--- src/rtl/alu_cmd_sequencer.sv ---
`timescale 1ns/1ps
// Command FIFO feeding an external combinational ALU: issues one queued command at a time,
// captures the ALU result and holds it on a valid/ready result port until accepted.
module alu_cmd_sequencer #(
  parameter int WIDTH = 8,
  parameter int DEPTH = 4
) (
  input  logic             clk,
  input  logic             rst_n,
  input  logic             cmdValid,
  output logic             cmdReady,
  input  logic [3:0]       cmdOpcode,
  input  logic [WIDTH-1:0] cmdInput1,
  input  logic [WIDTH-1:0] cmdInput2,
  input  logic [4:0]       cmdShift,
  output logic [3:0]       aluOpcode,
  output logic [WIDTH-1:0] aluInput1,
  output logic [WIDTH-1:0] aluInput2,
  output logic [4:0]       aluShiftValue,
  input  logic [WIDTH-1:0] aluResult,
  input  logic             aluCarryFlag,
  input  logic             aluZeroFlag,
  input  logic             aluOverFlowFlag,
  output logic             resValid,
  input  logic             resReady,
  output logic [WIDTH-1:0] resData,
  output logic [2:0]       resFlags,
  output logic             resError,
  output logic [15:0]      opCount
);

  // state   | meaning
  // IDLE    | nothing to do, waiting for a queued (or arriving) command
  // ISSUE   | head entry loaded into the ALU drive registers, FIFO popped
  // CAPTURE | ALU output settled, registered into the result port
  // HOLD    | result presented, waiting for resReady
  typedef enum logic [1:0] {IDLE, ISSUE, CAPTURE, HOLD} state_t;

  localparam int AW = (DEPTH > 1) ? $clog2(DEPTH) : 1;
  localparam int CW = $clog2(DEPTH + 1);
  localparam int EW = 4 + 2 * WIDTH + 5;

  state_t state_q, state_d;

  logic [EW-1:0]    fifo_mem [DEPTH];
  logic [AW-1:0]    wr_ptr_q, rd_ptr_q;
  logic [CW-1:0]    count_q;
  logic             push, pop, fifo_empty, res_accept;
  logic [EW-1:0]    head;
  logic [3:0]       head_op;
  logic [WIDTH-1:0] head_a, head_b;
  logic [4:0]       head_sh;
  logic [15:0]      op_count_q;

  assign cmdReady   = (count_q != CW'(DEPTH));
  assign fifo_empty = (count_q == '0);
  assign push       = cmdValid && cmdReady;
  assign pop        = (state_q == ISSUE);
  assign res_accept = (state_q == HOLD) && resReady;
  assign opCount    = op_count_q;

  assign head = fifo_mem[rd_ptr_q];
  assign {head_op, head_a, head_b, head_sh} = head;

  // Storage needs no reset: occupancy and pointers alone define what is valid.
  always_ff @(posedge clk) begin
    if (push) fifo_mem[wr_ptr_q] <= {cmdOpcode, cmdInput1, cmdInput2, cmdShift};
  end

  always_ff @(posedge clk or negedge rst_n) begin
    if (!rst_n) begin
      wr_ptr_q <= '0;
      rd_ptr_q <= '0;
      count_q  <= '0;
    end else begin
      if (push) wr_ptr_q <= wr_ptr_q + 1'b1;
      if (pop)  rd_ptr_q <= rd_ptr_q + 1'b1;
      case ({push, pop})
        2'b10:   count_q <= count_q + 1'b1;
        2'b01:   count_q <= count_q - 1'b1;
        default: count_q <= count_q;
      endcase
    end
  end

  always_ff @(posedge clk or negedge rst_n) begin
    if (!rst_n) state_q <= IDLE;
    else        state_q <= state_d;
  end

  // A push in the same cycle counts as non-empty so a lone command issues right away.
  always_comb begin
    state_d = state_q;
    case (state_q)
      IDLE:    if (!fifo_empty || push) state_d = ISSUE;
      ISSUE:   state_d = CAPTURE;
      CAPTURE: state_d = HOLD;
      HOLD:    if (resReady) state_d = (!fifo_empty || push) ? ISSUE : IDLE;
      default: state_d = IDLE;
    endcase
  end

  always_ff @(posedge clk or negedge rst_n) begin
    if (!rst_n) begin
      aluOpcode     <= '0;
      aluInput1     <= '0;
      aluInput2     <= '0;
      aluShiftValue <= '0;
    end else if (state_q == ISSUE) begin
      aluOpcode     <= head_op;
      aluInput1     <= head_a;
      aluInput2     <= head_b;
      aluShiftValue <= head_sh;
    end
  end

  always_ff @(posedge clk or negedge rst_n) begin
    if (!rst_n) begin
      resValid   <= 1'b0;
      resData    <= '0;
      resFlags   <= '0;
      resError   <= 1'b0;
      op_count_q <= '0;
    end else begin
      if (state_q == CAPTURE) begin
        resValid <= 1'b1;
        if (aluOpcode > 4'd5) begin
          resData  <= '0;
          resFlags <= '0;
          resError <= 1'b1;
        end else begin
          resData  <= aluResult;
          resFlags <= {aluCarryFlag, aluZeroFlag, aluOverFlowFlag};
          resError <= 1'b0;
        end
      end
      if (res_accept) begin
        resValid   <= 1'b0;
        op_count_q <= op_count_q + 16'd1;
      end
    end
  end

endmodule

--- config.mk ---
export PLATFORM = sky130hd
export DESIGN_NAME = alu_cmd_sequencer
export DESIGN_NICKNAME = d
export VERILOG_FILES = /design/src/rtl/alu_cmd_sequencer.sv
export SDC_FILE = /design/constraint.sdc
export NUM_CORES = 1
export LEC_CHECK = 0
export ABC_CLOCK_PERIOD_IN_PS = 5000
export CORE_AREA = 3 3 117 119
export DETAILED_ROUTE_END_ITERATION = 7
export DIE_AREA = 0 0 120 122
export PLACE_DENSITY = 0.74
export SYNTH_ARGS = -nofsm -noshare
export SYNTH_HDL_FRONTEND = slang
export SYNTH_SLANG_ARGS = --single-unit
--- constraint.sdc ---
create_clock -name clk -period 5 [get_ports clk]
set_input_delay 0.5 -clock clk [delete_from_list [all_inputs] [get_ports clk]]
set_output_delay 0.5 -clock clk [all_outputs]
set_load 0.03 [all_outputs]
# [After elaboration in Yosys (flattened, before gate mapping)]
# Memory sizes are Yosys's and may differ from the RTL's. A register that Yosys moved wholly into a read port is not among the register bits.
# Cells that the tools add are included.
[word_totals] mem_bits_rw=100 output_inout_bits=55 inputBits=40 reg_bits=38 memories=1 elab_cells=46
[memory_table] memory="fifo_mem" words=4 width=25 read_ports=1 rd_ports_with_merged_regs=1 wr=1 line="45" rtl="logic [EW-1:0] fifo_mem [DEPTH];"
[classes] order_cmp=1 n_addsub=5 reduce_logical=10 n_eq_ne=8 muxes=12
[ops] cell="adder 16 x 1 -> 16 bit, second input constant" count=1
[ops] cell="2-to-1 mux 8 bit" count=1
[ops] cell="one-hot mux 2 bit (4 select lines)" count=1
[ops] cell="== test 2 bit, second input constant" count=3
[ops] cell="2-to-1 mux 1 bit" count=6
[ops] cell="one-hot mux 3 bit (2 select lines)" count=1
[ops] cell="adder 2 x 1 -> 2 bit, second input constant" count=2
[ops] cell="== test 2 x 1 -> 1 bit, second input constant" count=2
[ops] cell="> comparator 4 x 3 -> 1 bit, second input constant" count=1
[ops] cell="2-to-1 mux 2 bit" count=2
[ops] cell="inequality test 2 bit, second input constant" count=2
[ops] cell="nonzero test 2 bit" count=2
[ops] cell="adder 3 x 1 -> 3 bit, second input constant" count=1
[ops] cell="zero test 3 bit" count=1
[ops] cell="2-to-1 mux 3 bit" count=1
[ops] cell="inequality test 3 bit, second input constant" count=1
[ops] cell="subtractor 3 x 1 -> 3 bit, second input constant" count=1
[ops] cell="logical AND 1 bit" count=2
[ops] cell="zero test 1 bit" count=2
[ops] cell="zero test 2 bit" count=1
[ops] cell="AND reduction 2 bit" count=1
[ops] cell="logical OR 1 bit" count=1

# [Depth between registers and ports, before layout]
[depth] word_depth=6 ltp_mapped=10 mapped_depth_nobuf=10

# [Least setup slack after synthesis]
# Ideal clock, no wire load.
[synth_timing] path_type="reg2reg" start="register count_q[0]" end="register count_q[2]" arrival_ns=2.153 path_stages_with_launch=11 setup_slack_ns=2.768 n_path_buf=0 synth_period_minus_slack_ns=2.232 required_time_ns=4.921 setup_time_ns=0.079 path_cell_list="dfrtp_1 inv_1 nand3_1 and2_1 inv_1 ha_1 inv_1 fa_1 xor2_1 nor2_1 xor2_1"
[synth_via] elab_chain_len=4 word_cells_on_any_way=8 cone_classes="2 x add/sub; 3 x eq/ne; 1 x mux; 2 x reduce/logical"
[synth_lines] item="start, declared" line="47" rtl="logic [CW-1:0] count_q;"
[synth_lines] item="start signal, assigned" line="79" rtl="2'b10: count_q <= count_q + 1'b1;"
[synth_lines] item="start signal, assigned" line="80" rtl="2'b01: count_q <= count_q - 1'b1;"
[synth_lines] item="start signal, assigned" line="81" rtl="default: count_q <= count_q;"
[synth_lines] item="inequality test 3 bit (*)" line="55" rtl="assign cmdReady = (count_q != CW'(DEPTH));"
[synth_lines] item="net cmdReady" line="11" rtl="output logic cmdReady,"
[synth_lines] item="logical AND 1 bit (*)" line="57" rtl="assign push = cmdValid && cmdReady;"
[synth_lines] item="== test 2 x 1 -> 1 bit / == test 2 bit (equally long branches)" line="78" rtl="case ({push, pop})"
[synth_lines] item="one-hot mux 3 bit (2 select lines) / nonzero test 2 bit (equally long branches)"
# The timed path passes the listed nets; every way through them passes the cells marked *.
# A chain may end at the register's enable or synchronous reset.

# [Worst setup path in the final report]
[layout_timing] start="register state_q[1]" end="register count_q[2]"
[layout_via] elab_chain_len=3 word_cells_on_any_way=5 cone_classes="3 x eq/ne; 1 x mux; 1 x reduce/logical"
[layout_lines] item="start, declared" line="43" rtl="state_t state_q, state_d;"
[layout_lines] item="start signal, assigned" line="88" rtl="else state_q <= state_d;"
[layout_lines] item="== test 2 x 1 -> 1 bit (*)" line="58" rtl="assign pop = (state_q == ISSUE);"
[layout_lines] item="== test 2 x 1 -> 1 bit / == test 2 bit (equally long branches)" line="78"
[layout_lines] item="one-hot mux 3 bit (2 select lines) / nonzero test 2 bit (equally long branches)"
# Mark *: on every way between the ends. The rest lies on a longest branch, timed or not.

==> key figures <==
Cells and area
  – Commonest non-fill, non-tap cells in the layout: edfxtp_1 (100), clkdlybuf4s50_1 (93), dfrtp_1 (62), mux4_2 (18), mux2_4 (18)
  – Multi-input logic area: approximately 0.0017 mm2
  – Fill count: roughly 930
  – Final Instance Area: about 0.008 mm2
  – Nets: 488
  – Antenna diodes: 0
  – Leading cell type in the layout, fill and taps excluded: edfxtp_1
  – Non-filler instance count after layout: about 620
  – Share of layout cells above drive strength 1: 0.194
  – Storage cell area: between 0.004 and 0.005 mm2
  – Layout area overhead: 27.2%

GRT
  – Pin count of the biggest net entering global routing: between 60 and 70
  – GR Util All Layers: 0.169
  – Gr ovfl total: 0
  – First-pass GRT wire length: 18400 um
  – Met1 Usage GRT: 0.202
  – Met2 usage: 0.285
  – Number of global-route vias before repair: between 3000 and 4000
  – Initial antenna violation count: 0
  – Met3 GRT Util: 0.0599
  – GR peak layer: met2

Placement
  – Dpl cells: ~590
  – Detailed Place HPWL: about 7200 um
  – Placed instance area: roughly 0.0075 mm2
  – Quantity of I/O buffers inserted on ports: 94
  – Routability Congestion: around 0.75

Floorplanning
  – Initial Util: 0.502
  – I/O Pins: 95
  – Die Area: between 0.01 and 0.015 mm2
  – Die Y: between 100 and 150 um
  – Core area: between 0.01 and 0.015 mm2
  – Die width: 120 um
  – Core Rows: around 40

Route
  – Routed WL: 11600 um
  – Wire per inst: about 19 um
  – Via count: between 3000 and 4000
  – Pre-Repair DR Iteration Count: 4
  – Routed Antenna Nets: 0
  – Drt first-iter violations: 181
  – Via-to-Cell Ratio: about 5.3
  – DR DRC count: 0

Synthesis
  – Post-synth cell types: 33
  – Xor-xnor portion of the synthesized cell area: 0.0289
  – Sequential share of the synthesized area: 0.719
  – Post-synth top area cell: edfxtp_1
  – Cell Area, Synth: ~0.0064 mm2
  – Ranking of synthesized cells by area: edfxtp_1 (47%), dfrtp_1 (25%), mux4_2 (6.4%)
  – Adder-Cell Fraction of Synth Area: 0.0248
  – Synth Area in Compound Gates: 0.0220
  – Top cell type's share of synthesized area: 0.472
  – Synthesized flop and latch total: between 150 and 200
  – Multiplexer share of the synthesized area: 0.151
  – Cell count after synthesis: 328
  – Largest family of logic cells by synthesized area: multiplexers
  – Synth Area in Simple Gates: 0.0336
  – Yosys Warn Count: 0
  – Syn Nets: 380
  – Avg Synthesized Cell Area: 19.4 um2

Timing
  – Worst-margin pin slew: ~0.96 ns
  – Setup TNS: 0 ns
  – Min Tclk post-route: 2.68 ns
  – Max Slew Vio Count: 0
  – Setup violators final: 0
  – RSZ-0062 raised after global routing: false
  – Fin crit share: 0.536
  – Final hold violation count: 0
  – Maximum clock rate: 0.373 GHz
  – Relative slew slack: 0.363
  – Post-Route Skew: approximately 0.0075 ns

Setup path
  – Worst path required time: 5.34 ns
  – Slowest library cell on the worst path: ha_2
  – Worst reg2reg startpoint: state_q[1]
  – Delay-heaviest family, CP: adder cells
  – Critical path data arrival time: roughly 3.0 ns
  – Crit path buffers/inverters: 2
  – Length in cells of the worst reg-to-reg path: 8
  – R2r endpoint: count_q[2]
  – Crit-path max FO: 28
  – Worst Setup Start Kind: flip-flop
  – Crit Path Category: reg -> reg
  – R2R setup slack: approximately 2.3 ns
  – CP Capture Type: flip-flop
  – Max stage delay on crit path: 0.83 ns
  – Cells along the critical path: inv_1, ha_2, ha_1, inv_1, fa_1, xor2_1, nor2_1, xor2_1

Clock network
  – Clk_lat worst skew: 0.42 ns
  – Clk Tree Root Cell: clkbuf_16
  – Clock Tree Buf Depth: 2
  – H-tree depth: 4
  – Hold Buf Count CTS: 0
  – Sink Count: around 160
  – Reg clk slew, reported paths: approximately 0.060 ns
  – Post-CTS sizing: 0
  – CTS tree: yes
  – Post-CTS Setup Bufs: 0
  – Num CTS Buffers: 17

Run status
  – Outcome: finished, final reports clean

Worst hold path
  – Worst Hold Class: in -> async

Power and ir drop
  – Power per cell area: 638 mW/mm2
  – Peak VDD IR: approximately 0.00047 V
  – Tot Pwr: 5.17 mW
  – Leakage: just over 3 nW

Flow run
  – Max-cap violation count: 0
registers in the layout, indices dropped and copies added, names as in the netlist, 3 cells and up:
name	flops
fifo_mem	100
opCount	16
aluInput1	8
aluInput2	8
resData	8
aluShiftValue	5
aluOpcode	4
count_q	3
resFlags	3
area by class of cell:
type,count,share of cell area
multi-input cells,143,0.205
clock buffers,19,0.0535
flip-flops and latches,163,0.566
clock inverters,13,0.0227
repair buffers,100,0.121
well taps,172,0.0266
inverters,11,0.00510
synthesized netlist by cell type (all sizes together):
library cell and number:
a21oi 1, nor4 3, and3 6, fa 1, nor3 2, clkbuf 2, nor2b 1, buf 9
a32oi 1, nand3 7, or2 1, o21a 1, mux4 25, xor2 8, inv 11, edfxtp 100
nand4 3, nor2 6, a22o 11, mux2 27, dfrtp 63, a211oi 1, xnor2 13, ha 11
o21ai 3, and2 1, nand2b 1, nand2 9
logic make-up (layout without fill, tap and decap cells):
group           Yosys count  count (layout)
mux                      52              52
xor+xnor                 21              21
compound gates           18              18
buf+inv                  22             143
fa+ha+maj                12              12
simple gates             40              40
flops                   163             163
worst max-delay path by stage:
stage          startpoint         end  depth (start not counted)
6_report       state_q[1]  count_q[2]                          8
5_1_grt        state_q[1]  count_q[2]                          8
4_1_cts        state_q[1]  count_q[2]                          8
3_5_place_dp   state_q[1]  count_q[2]                          8
3_3_place_gp   state_q[1]  count_q[2]                          8
2_1_floorplan  count_q[0]  count_q[2]                         10
routing by layer:
metal	up-vias	wire (um)
met5	-	0
met4	0	197
met3	16	765
met2	110	5730
met1	1657	4860
li1	1480	-
power breakdown:
group          leakage (nW)  internal [mW]  total [mW]  switching, mW
sequential             1.69           1.82        2.09          0.266
clock                 0.301          0.837        1.35          0.510
combinational          1.11          0.889        1.74          0.849
worst reg2reg max path, delay by kind of cell, from the launching register on:
kind	cells	cell delay [ns]
AND/OR/NAND/NOR	1	0.12
XOR/XNOR	2	0.33
flip-flops	1	0.42
buffers and inverters	2	0.19
adder cells (fa/ha/maj)	3	1.54
per-stage QoR:
step           hold WS, ns   util  worst slack (ns)
2_1_floorplan        0.204      -              2.77
3_3_place_gp         0.479  0.590              2.43
3_5_place_dp         0.481  0.590              2.30
4_1_cts              0.288  0.639              2.31
5_1_grt              0.334  0.639              2.14
6_report             0.261  0.639              2.32
No activity file was read; power rests on OpenSTA's default activity.
